<file path="config.mk">
export PLATFORM = sky130hd
export DESIGN_NAME = uart_tx
export DESIGN_NICKNAME = d
export VERILOG_FILES = /design/src/rtl/uart_tx.sv
export SDC_FILE = /design/constraint.sdc
export NUM_CORES = 1
export LEC_CHECK = 0
export ABC_AREA = 1
export CORE_MARGIN = 2
export CORE_UTILIZATION = 49
export DETAILED_ROUTE_END_ITERATION = 16
export HOLD_SLACK_MARGIN = 0.02
export PLACE_DENSITY = 0.75
export SYNTH_ARGS = -nofsm -noshare
export SYNTH_HDL_FRONTEND = slang
export SYNTH_SLANG_ARGS = --single-unit
</file>
<file path="constraint.sdc">
create_clock -name clk_i -period 1.4 [get_ports clk_i]
set_input_delay 0.42 -clock clk_i [delete_from_list [all_inputs] [get_ports clk_i]]
set_output_delay 0.42 -clock clk_i [all_outputs]
set_load 0.02 [all_outputs]
</file>
<file path="src/rtl/uart_tx.sv">
// UART transmitter: pops bytes from the byte FIFO and serialises each one as
// start bit, 8 data bits LSB-first, optional parity bit and 1 or 2 stop bits.
// Back-to-back frames are sent without an idle cycle between them.
module uart_tx #(
    parameter int CLKS_PER_BIT = 174,
    parameter int PARITY_EN    = 0,
    parameter int PARITY_ODD   = 0,
    parameter int STOP_BITS    = 1
) (
    input  logic       clk_i,
    input  logic       reset_n_i,
    input  logic       enable_i,
    input  logic       have_next_i,
    input  logic [7:0] data_i,
    output logic       next_o,
    output logic       tx_o,
    output logic       busy_o
);

    localparam int             CW         = (CLKS_PER_BIT > 1) ? $clog2(CLKS_PER_BIT) : 1;
    localparam logic [CW-1:0]  CNT_LAST   = CW'(CLKS_PER_BIT - 1);
    localparam logic [2:0]     LAST_STOP  = 3'(STOP_BITS - 1);
    localparam bit             USE_PARITY = (PARITY_EN != 0);
    localparam logic           ODD_BIT    = (PARITY_ODD != 0);

    typedef enum logic [2:0] {
        IDLE,
        START,
        DATA,
        PARITY,
        STOP
    } state_t;

    state_t        state;
    state_t        state_n;
    logic [CW-1:0] baud_cnt;
    logic [CW-1:0] baud_cnt_n;
    logic [2:0]    bit_idx;
    logic [2:0]    bit_idx_n;
    logic [7:0]    shift_reg;
    logic [7:0]    shift_reg_n;
    logic          parity_bit;
    logic          parity_bit_n;
    logic          tx_n;
    logic          next_n;
    logic          launch;
    logic          bit_end;
    logic          frame_end;
    logic          do_launch;

    assign launch    = enable_i & have_next_i;
    assign bit_end   = (baud_cnt == CNT_LAST);
    assign frame_end = (state == STOP) && bit_end && (bit_idx == LAST_STOP);
    assign do_launch = launch && ((state == IDLE) || frame_end);

    // Next-state and next-output logic; outputs are registered, so tx_n is the
    // line level for the cycle after the coming edge.
    always_comb begin
        state_n      = state;
        baud_cnt_n   = baud_cnt;
        bit_idx_n    = bit_idx;
        shift_reg_n  = shift_reg;
        parity_bit_n = parity_bit;
        tx_n         = tx_o;
        next_n       = 1'b0;

        case (state)
            IDLE: begin
                baud_cnt_n = '0;
                bit_idx_n  = '0;
                tx_n       = 1'b1;
            end

            START: begin
                if (bit_end) begin
                    baud_cnt_n = '0;
                    bit_idx_n  = '0;
                    state_n    = DATA;
                    tx_n       = shift_reg[0];
                end else begin
                    baud_cnt_n = baud_cnt + 1'b1;
                end
            end

            DATA: begin
                if (bit_end) begin
                    baud_cnt_n = '0;
                    if (bit_idx == 3'd7) begin
                        bit_idx_n = '0;
                        if (USE_PARITY) begin
                            state_n = PARITY;
                            tx_n    = parity_bit;
                        end else begin
                            state_n = STOP;
                            tx_n    = 1'b1;
                        end
                    end else begin
                        bit_idx_n   = bit_idx + 3'd1;
                        shift_reg_n = {1'b0, shift_reg[7:1]};
                        tx_n        = shift_reg[1];
                    end
                end else begin
                    baud_cnt_n = baud_cnt + 1'b1;
                end
            end

            PARITY: begin
                if (bit_end) begin
                    baud_cnt_n = '0;
                    bit_idx_n  = '0;
                    state_n    = STOP;
                    tx_n       = 1'b1;
                end else begin
                    baud_cnt_n = baud_cnt + 1'b1;
                end
            end

            STOP: begin
                tx_n = 1'b1;
                if (bit_end) begin
                    baud_cnt_n = '0;
                    if (bit_idx == LAST_STOP) begin
                        bit_idx_n = '0;
                        state_n   = IDLE;
                    end else begin
                        bit_idx_n = bit_idx + 3'd1;
                    end
                end else begin
                    baud_cnt_n = baud_cnt + 1'b1;
                end
            end

            default: begin
                state_n    = IDLE;
                baud_cnt_n = '0;
                bit_idx_n  = '0;
                tx_n       = 1'b1;
            end
        endcase

        if (do_launch) begin
            shift_reg_n  = data_i;
            parity_bit_n = (^data_i) ^ ODD_BIT;
            next_n       = 1'b1;
            state_n      = START;
            baud_cnt_n   = '0;
            bit_idx_n    = '0;
            tx_n         = 1'b0;
        end
    end

    // State, datapath and output registers with synchronous active-low reset.
    always_ff @(posedge clk_i) begin
        if (!reset_n_i) begin
            state      <= IDLE;
            baud_cnt   <= '0;
            bit_idx    <= '0;
            shift_reg  <= '0;
            parity_bit <= 1'b0;
            tx_o       <= 1'b1;
            next_o     <= 1'b0;
            busy_o     <= 1'b0;
        end else begin
            state      <= state_n;
            baud_cnt   <= baud_cnt_n;
            bit_idx    <= bit_idx_n;
            shift_reg  <= shift_reg_n;
            parity_bit <= parity_bit_n;
            tx_o       <= tx_n;
            next_o     <= next_n;
            busy_o     <= (state_n != IDLE);
        end
    end

endmodule
</file>
==> results of run 1 <==
==> power by group <==
part / total, mW / switching [mW] / internal [mW]
registers: 0.741 / 0.0126 / 0.728
logic: 0.234 / 0.127 / 0.107
clock network: 0.333 / 0.226 / 0.107
==> kinds of logic (layout without fill, tap and decap cells) <==
family                   Yosys count  after routing  share of synthesized area, %
buffers and inverters             31             77                          9.34
flip-flops                        25             25                          37.3
XOR/XNOR                           4              4                          2.61
AND/OR/NAND/NOR                  102            103                          40.4
AO/OA/AOI/OAI                     14             14                          5.60
adder cells (fa/ha/maj)            5              5                          4.67
==> worst max-delay path by stage <==
| stage | to | startpoint | depth (start not counted) |
|---|---|---|---|
| after detailed placement | baud_cnt[4]$_SDFF_PP0_ | have_next_i | 8 |
| after global placement | baud_cnt[4]$_SDFF_PP0_ | enable_i | 8 |
| after floorplan | shift_reg[0]$_SDFFE_PN0P_ | baud_cnt[1]$_SDFF_PP0_ | 12 |
| after CTS | shift_reg[3]$_SDFFE_PN0P_ | bit_idx[0]$_SDFFE_PP0P_ | 9 |
| after global routing | shift_reg[1]$_SDFFE_PN0P_ | baud_cnt[1]$_SDFF_PP0_ | 11 |
| final | shift_reg[6]$_SDFFE_PN0P_ | baud_cnt[1]$_SDFF_PP0_ | 11 |
==> synthesized netlist by cell type (all sizes together) <==
cell,n
nand2,50
inv,29
nand3,26
dfxtp,25
nor2,19
a21oi,8
ha,5
nor3,4
o21ai,4
buf,2
nand4,2
o211ai,2
xnor2,2
xor2,2
or2,1
==> timing repair <==
item	CTS	global route
setup buffers	9	3
pin swaps	14	8
setup endpoints to repair	25	28
gates cloned	1	0
resized for setup	51	33
hold buffers	0	0
==> layout by cell type, fill, tap and decap left out, types with 2 or more instances in the layout <==
cell type and n:
a21oi_1 7, buf_4 23, buf_6 7, clkbuf_2 2
clkbuf_4 3, clkdlybuf4s50_1 11, dfxtp_1 20, dfxtp_2 3
dfxtp_4 2, ha_4 4, inv_1 17, inv_2 9
inv_4 3, nand2_1 34, nand2_2 7, nand2_4 8
nand2_8 2, nand3_1 17, nand3_2 8, nand4_1 2
nor2_1 3, nor2_2 8, nor2_4 7, nor3_2 2
o211ai_1 2, o21ai_0 2, o21ai_1 2, xnor2_1 2
==> area by class of cell <==
cell class	instances	area share, %
multi-input cells	126	46.7
flip-flops and latches	25	25.5
repair buffers	44	18.8
inverters	29	5.79
well taps	30	1.87
clock buffers	3	1.12
clock inverters	1	0.249
==> critical path, stage by stage, from the launching register on <==
cell     delay, ns
dfxtp_2       0.35
inv_2         0.06
ha_4          0.13
nand2_4       0.05
nor2_4        0.16
nand2_4       0.11
nor2_4        0.20
buf_4         0.14
nand2_1       0.04
nand2_1       0.06
inv_1         0.03
a21oi_1       0.11
==> routing by layer <==
| metal | routed length [microns] | track usage, % | part of all wire, % | vias up |
|---|---|---|---|---|
| li1 | - | - | - | 669 |
| met3 | 145 | 3.23 | 4.0 | 11 |
| met4 | 91 | 11.9 | 2.5 | 0 |
| met5 | 0 | 0 | 0 | - |
| met1 | 1390 | 22.9 | 38 | 638 |
| met2 | 2000 | 40.3 | 55 | 48 |
==> stage by stage <==
| step | util [%] | setup TNS (ns) | area [sq um] | power (mW) | instances |
|---|---|---|---|---|---|
| detailed placement | 64.4 | -5.50 | 1640 | 0.930 | 241 |
| CTS | 74.9 | -0.427 | 1910 | 1.28 | 255 |
| global placement | 64.4 | -4.07 | 1640 | 0.926 | 241 |
| global route | 78.9 | -3.36 | 2010 | 1.37 | 258 |
| finish | 78.9 | -1.23 | 2010 | 1.31 | 258 |
| floorplan | - | 0 | 1340 | 0.854 | 181 |
==> results.md, run 1 <==
- Final weighted congestion of routability-driven global placement: 0.863
- Syn-to-layout area delta: 49.9%
- Mapped Cells: 181
- WS Path Type: flop to flop
- Max_cap viols: 0
- Mapped cell area: 1340 sq um
- First-pass GRT wire length: 5.46 mm
- DP Wirelength: 2.18 mm
- Worst-Margin Slew: 0.340 ns
- CORE AREA: 2540 sq um
- DIE HEIGHT: 56.3 microns
- Site Rows: 18
- Die ar.: 3170 sq um
- Reg area: 512 sq um
- IO Port Bufs: 14
- Nature of the critical path endpoint: flop
- Leakage: 0.882 nW
- Fin nets: 246
- Hold Vio Cnt, Final: 0
- Cells on worst reg2reg path: 11
- Top cells by area, synth: dfxtp_1, nand2_1, nand3_1
- Vias in the first global route: 1,368
- Critical Path RT: 1.67 ns
- Top cell type's share of synthesized area: 37.3%
- Min Tclk post-route: 1.52 ns
- Post-synth net total: 198
- Largest net degree at the start of global routing: 15
- Syn Area/Cell: 7.40 sq um
- Post-route DRC violation count: 0
- Worst Hold Depth: 2
- TritonCTS clock tree: yes
- Clock tree buffer depth: 2
- Slew Limit Fails: 0
- Fill count: 159
- Worst slew margin: 77.2%
- Vias per cell: 5.29
- Max VDD drop: 0.000687 V
- CP Launch Type: flop
- Root Driver: clkbuf_4
- HP Start: shift_reg[5]$_SDFFE_PN0P_
- Routed Antenna Nets: 0
- Area leader, netlist: dfxtp_1
- Routed WL per cell: 14.1 microns
- IO Pins: 15
- Final period util: 108%
- Via count: 1,366
- # diodes: 0
- Failing checks: setup timing
- Crit Path Max Fanout: 7
- Worst-Skew Late Latency: 0.33 ns
- Clk_skew: 0.00886 ns
- Starting Density: 52.7%
- Pwr Density: 651 nW/um^2
- Post-place setup slack: -0.286 ns
- Clk slew on worst S/H paths: 0.14 ns
- Ys Warns: 0
- CTS Buf Count: 3
- Worst min-delay path endpoint: shift_reg[5]$_SDFFE_PN0P_
- Initial DRT Pass Iterations: 4
- Hold WC Path Type: flop to flop
- Sink Count: 25
- H-Tree Level Count: 1
- Setup violators final: 23
- Critical R2R Capture: shift_reg[6]$_SDFFE_PN0P_
- RSZ-0062 raised after global routing: true
- Run status: finished, violations left
- FMAX: 660 MHz
- Seq cells post-synth: 25
- Die width: 56.3 microns
- Setup slack after layout: -0.116 ns
- Multi-input gate area: 938 sq um
- Critical Path AT: 1.79 ns
- Routed WL: 3.63 mm
- GRT overflow: 0
- Total Routing Usage GR: 21.6%
- Layout cells sized above 1: 46.5%
- Count of different cell masters after synthesis: 25
- WHS: 0.499 ns
- Initial DRC count: 50
- R2r startpoint: baud_cnt[1]$_SDFF_PP0_
- Initial antenna violation count: 0
- Register-to-Register Setup Slack: -0.12 ns
- Sequential share of the synthesized area: 37.3%
No activity file was read; power rests on OpenSTA's default activity.
==> run 2: changes to the inputs <==
Settings changed: CORE_UTILIZATION 49 to 35, PLACE_DENSITY 0.75 to 0.57, SLEW_MARGIN set to 20.
==> results.md, run 2 (same netlist as run 1, synthesis figures left out) <==
- Run status: finished, violations left
- Failing checks: setup timing
- Syn-to-layout area delta: 54.6%
- Hold WC Path Type: flop to flop
- H-Tree Level Count: 1 (unchanged)
- Clock tree buffer depth: 2 (unchanged)
- CTS Buf Count: 3 (unchanged)
- Post-route DRC violation count: 0 (unchanged)
- WHS: 0.449 ns (-0.0497 ns)
- Max VDD drop: 0.000368 V (-46%)
- Min Tclk post-route: 1.44 ns (-0.0743 ns)
- Initial DRT Pass Iterations: 4 (unchanged)
- Clk_skew: 0.00902 ns (+0.000163 ns)
- Most frequent cells in the layout: nand2_1, dfxtp_1, nand3_1
- Largest net degree at the start of global routing: 14 (-1)
- GRT overflow: 0 (unchanged)
- Net Sw Frac: 26.3% (-1.6 points)
- WS Path Type: flop to flop
- Critical Path RT: 1.61 ns (-0.06 ns)
- Combinational power share: 16.2% (-1.7 points)
- Worst-Margin Slew: 0.352 ns (+0.0119 ns)
- Starting Density: 36.6% (-16 points)
- Setup violators final: 7 (-70%)
- Hold-fix buffers at CTS: 0 (unchanged)
- Routed WL: 3.08 mm (-15%)
- Setup slack after layout: -0.0416 ns (+0.0743 ns)
- Sink Count: 25 (unchanged)
- TritonCTS clock tree: yes
- Worst-Skew Late Latency: 0.27 ns (-0.06 ns)
- Clk pwr share: 31.3% (+5.8 points)
- Highest routed layer: met4
- Root Driver: clkbuf_8
- DIE HEIGHT: 65.9 microns (+17%)
- CORE AREA: 3660 sq um (+44%)
- Fill count: 307 (+93%)
- Initial DRC count: 27 (-46%)
- Leakage: 0.883 nW (+0.18%)
- Via count: 1,235 (-9.6%)
- Int Pwr: 1.04 mW (+11%)
- Die width: 65.9 microns (+17%)
- Final Core Density: 56.6% (-22 points)
- Routed Antenna Nets: 0 (unchanged)
- Max_cap viols: 0 (unchanged)
- Routed WL per cell: 11.3 microns (-19%)
- CP Launch Type: flop
- Site Rows: 22 (+4)
- Met2 WL: 1.60 mm (-20%)
- Worst slew margin: 76.5% (-0.64 points)
- Die ar.: 4340 sq um (+37%)
- RSZ-0062 raised after global routing: true
- Clk slew on worst S/H paths: 0.10 ns (-0.04 ns)
- Vias in the first global route: 1,197 (-13%)
- DP Wirelength: 2.26 mm (+3.9%)
- Met3 Routed Length: 59 microns (-59%)
- WL met1: 1.37 mm (-1.2%)
- Seq pwr share: 52.5% (-4.2 points)
- First-pass GRT wire length: 5.15 mm (-5.6%)
- Most common cell after layout, fill and taps aside: nand2_1
- FMAX: 694 MHz (+5.2%)
- Critical Path AT: 1.65 ns (-0.14 ns)
- Crit Path Max Fanout: 3 (-4)
- Final period util: 103% (-5.3 points)
- Slew Limit Fails: 0 (unchanged)
- # diodes: 0 (unchanged)
- Layout cells sized above 1: 44.6% (-1.8 points)
- Fin nets: 242 (-1.6%)
- IO Port Bufs: 14 (unchanged)
- Total Routing Usage GR: 15.5% (-6.1 points)
- Nature of the critical path endpoint: flop
- P_sw: 372 uW (+1.8%)
- Initial antenna violation count: 0 (unchanged)
- Pwr Density: 682 nW/um^2 (+4.8%)
- Final weighted congestion of routability-driven global placement: 0.800 (-7.3%)
- Vias per cell: 4.54 (-14%)
- IO Pins: 15 (unchanged)
- Hold Vio Cnt, Final: 0 (unchanged)
run 2: changes by cell type in the layout (fill, tap and decap cells not counted), sizes merged:
cell,change
clkbuf,-1
dlygate4sd2,+2
buf,-5
clkinv,-1
clkdlybuf4s15,+1
run 2: worst max-delay path, cell delays in order (launching register included):
cell     delay, ns
dfxtp_4       0.38
ha_4          0.17
ha_4          0.17
inv_4         0.08
nand2_4       0.06
nor2_4        0.15
buf_6         0.13
nand2_2       0.04
nand2_1       0.05
inv_1         0.04
a21oi_2       0.12
run 2: area by class of cell:
cell class / count / area [sq um] / area share [%]
Inverter: 29 / 124 / 5.98
Timing Repair Buffer: 40 / 375 / 18.1
Tap cell: 48 / 60.1 / 2.90
Multi-Input combinational cell: 126 / 960 / 46.3
Clock buffer: 4 / 45.0 / 2.17
Sequential cell: 25 / 508 / 24.5
run 2: per-layer routing:
metal  vias up  global-route usage (%)
li1        664                       -
met1       556                    19.0
met2        11                    27.4
met3         4                    2.21
met4         0                    5.73
met5         -                       0
run 2: power by group through the flow:
| stage | sequential, mW | combinational, mW | clock [mW] |
|---|---|---|---|
| floorplan | 0.764 | 0.0900 | 0 |
| detailed placement | 0.759 | 0.173 | 0 |
| CTS | 0.740 | 0.189 | 0.456 |
| global route | 0.744 | 0.250 | 0.482 |
| finish | 0.741 | 0.229 | 0.443 |
| global placement | 0.758 | 0.171 | 0 |
run 2: worst paths after layout:
check / from / end / slack [ns] / cells past startpoint
worst max-delay path: bit_idx[0]$_SDFFE_PP0P_ / shift_reg[6]$_SDFFE_PN0P_ / -0.04 / 10
worst min-delay path: shift_reg[5]$_SDFFE_PN0P_ / shift_reg[5]$_SDFFE_PN0P_ / 0.45 / 2
worst max register to register: bit_idx[0]$_SDFFE_PP0P_ / shift_reg[6]$_SDFFE_PN0P_ / -0.04 / 10
worst min register to register: shift_reg[5]$_SDFFE_PN0P_ / shift_reg[5]$_SDFFE_PN0P_ / 0.45 / 2
run 2: metrics by stage:
stage	setup slack (ns)	instances	total power, mW	area, sq um	TNS [ns]
4_1_cts	-0.0415	270	1.39	1880	-0.219
2_1_floorplan	0.00580	181	0.854	1340	0
6_report	-0.0416	272	1.41	2070	-0.138
3_3_place_gp	-0.211	262	0.928	1680	-4.36
3_5_place_dp	-0.242	262	0.932	1680	-4.91
5_1_grt	-0.154	272	1.48	2070	-1.41
run 2: what timing repair did:
action	4_1_cts	5_1_grt
resized for setup	38	48
pin swaps	10	16
cloned	1	0
endpoints found under the setup margin	27	24
buffers inserted	3	2
==> RTL change, RTL diff (config.mk and constraints of run 1) <==
Reset style: asynchronous (`reset_n_i`), changed in one clocked block. Comments in the files are not updated.
--- a/src/rtl/uart_tx.sv
+++ b/src/rtl/uart_tx.sv
@@ -150,7 +150,7 @@
     end
 
     // State, datapath and output registers with synchronous active-low reset.
-    always_ff @(posedge clk_i) begin
+    always_ff @(posedge clk_i or negedge reset_n_i) begin
         if (!reset_n_i) begin
             state      <= IDLE;
             baud_cnt   <= '0;
Check against the original RTL: differs if reset_n_i is asserted again (counterexample within 4 cycles, from zero or initial values and one cycle with reset_n_i low); with reset_n_i held inactive, the same outputs for 10 cycles.
==> RTL change against run 1 <==
The flow still finishes with violations (setup timing); area after synthesis is 4.9% higher; wire length is 2.6% lower; hold slack worse by 0.073 ns; sequential cell count stayed put; count of clock-buffer cells in the layout is 1 higher; critical path type unchanged; final cell count is 1.6% lower; worst setup slack better by 0.049 ns; cell area is 0.12% lower; via count is 0.22% lower.
Power is not compared: it rests on default switching activity, and its combinational part moved more than twofold at a synthesized area within 25%.
==> RTL change: results (changes against run 1) <==
[yosys]
netlist_top_cells_count=nand2_1 (46), nor2_1 (29), dfrtp_1 (24)
synth_area_leaders=dfrtp_1 (43%), nand2_1 (12%), nor2_1 (7.7%), nand3_1 (6.8%), inv_1 (6.1%)
syn_nets=200  ; +1.0%
synth_cell_types=23  ; -8.0%
async_flop_share_pct=100.0  ; +100 points
ys_seq_area_share_pct=44.57  ; +7.2 points
synthFlopType=dfrtp_1
synthCells=183  ; +1.1%

[critical_path]
crit_arrival_ns=1.74  ; -0.05 ns
crit_slowest_cell=dfrtp_1
crit_path_max_incr_delay_ns=0.43  ; +0.08 ns
r2r_cells=10  ; -1
worstPathMaxFanout=6  ; -1

[hold_path]
hp-class=input pin to asynchronous set/reset pin

[clock_tree]
cts.repair.resized=43  ; -16%
cts_setup_buffers=2  ; -7

[sta]
whs_ns=0.4256  ; -0.07326 ns
setup_ws_ns=-0.06657  ; +0.04929 ns
skew_ns=0.0008461  ; -0.008014 ns
report.final.setup_viol=20  ; -13%
max_slew_margin_pct=81.04  ; +3.9 points

[placement]
pre_cts_ws_ns=-0.3201  ; -0.03387 ns
hpwl_um=2040  ; -6.3%
dpl-instance-area_um2=1683  ; +2.7%
dp.cells=240  ; -0.41%

[grt]
grt_usage_pct=20.83  ; -0.79 points
grt_pass1_wl_um=5388  ; -1.3%
grt_pass1_vias=1244  ; -9.1%
grt_max_degree=26  ; +11

[die]
coreArea_um2=2734  ; +7.4%

[routing]
num_vias=1363  ; -0.22%
wire_per_inst_um=13.89  ; -1.1%
drt_first_iter_violations=35  ; -30%

[final_layout]
drive_above_1_share_pct=37.67  ; -8.8 points
fin_cells=254  ; -1.6%

[outcome]
violations=setup timing
outcome=finished with violations

==> RTL change: kinds of logic (layout without fill, tap and decap cells) <==
group | Yosys count | after routing | synth area share (%)
compound gates | 10 | 10 | 3.914
xor+xnor | 5 | 5 | 3.114
fa+ha+maj | 5 | 5 | 4.448
buf+inv | 27 | 63 | 8.274
flops | 25 | 25 | 44.57
simple gates | 111 | 115 | 35.68
==> RTL change: report_power, final <==
group | switching, mW | internal [mW]
clock | 0.221 | 0.112
sequential | 0 | 0.722
combinational | 0.0203 | 0.0326
==> RTL change: stage by stage <==
stage / setup TNS, ns / utilization [%]
finish: -0.5803 / 73.36
global placement: -5.738 / 61.56
floorplan: 0 / -
detailed placement: -6.284 / 61.56
CTS: -0.4281 / 68.65
global route: -2.352 / 73.36
==> RTL change: final timing paths <==
kind | from | end
worst max-delay path | bit_idx[1] | bit_idx[2]
worst min-delay path | reset_n_i | baud_cnt[0]
worst max register to register | bit_idx[1] | bit_idx[2]
worst min register to register | shift_reg[2] | shift_reg[2]
max in group asynchronous | reset_n_i | tx_o
min in group clk_i | shift_reg[2] | shift_reg[2]
==> RTL change: area by class of cell <==
| cell class | instances | area, um^2 |
|---|---|---|
| Multi-Input combinational cell | 135 | 905.9 |
| Fill cell | 182 | 728.2 |
| Sequential cell | 25 | 626.9 |
| Timing Repair Buffer | 34 | 301.5 |
| Inverter | 25 | 106.4 |
| Tap cell | 31 | 38.79 |
| Clock buffer | 4 | 26.28 |
==> RTL change: per-layer routing <==
metal	global-route usage, %	share of wire [%]	vias up
met5	0	0	-
met4	7.641	0.71	0
met3	2.268	6.0	4
met2	35.88	52	50
met1	26.93	42	648
li1	-	-	661
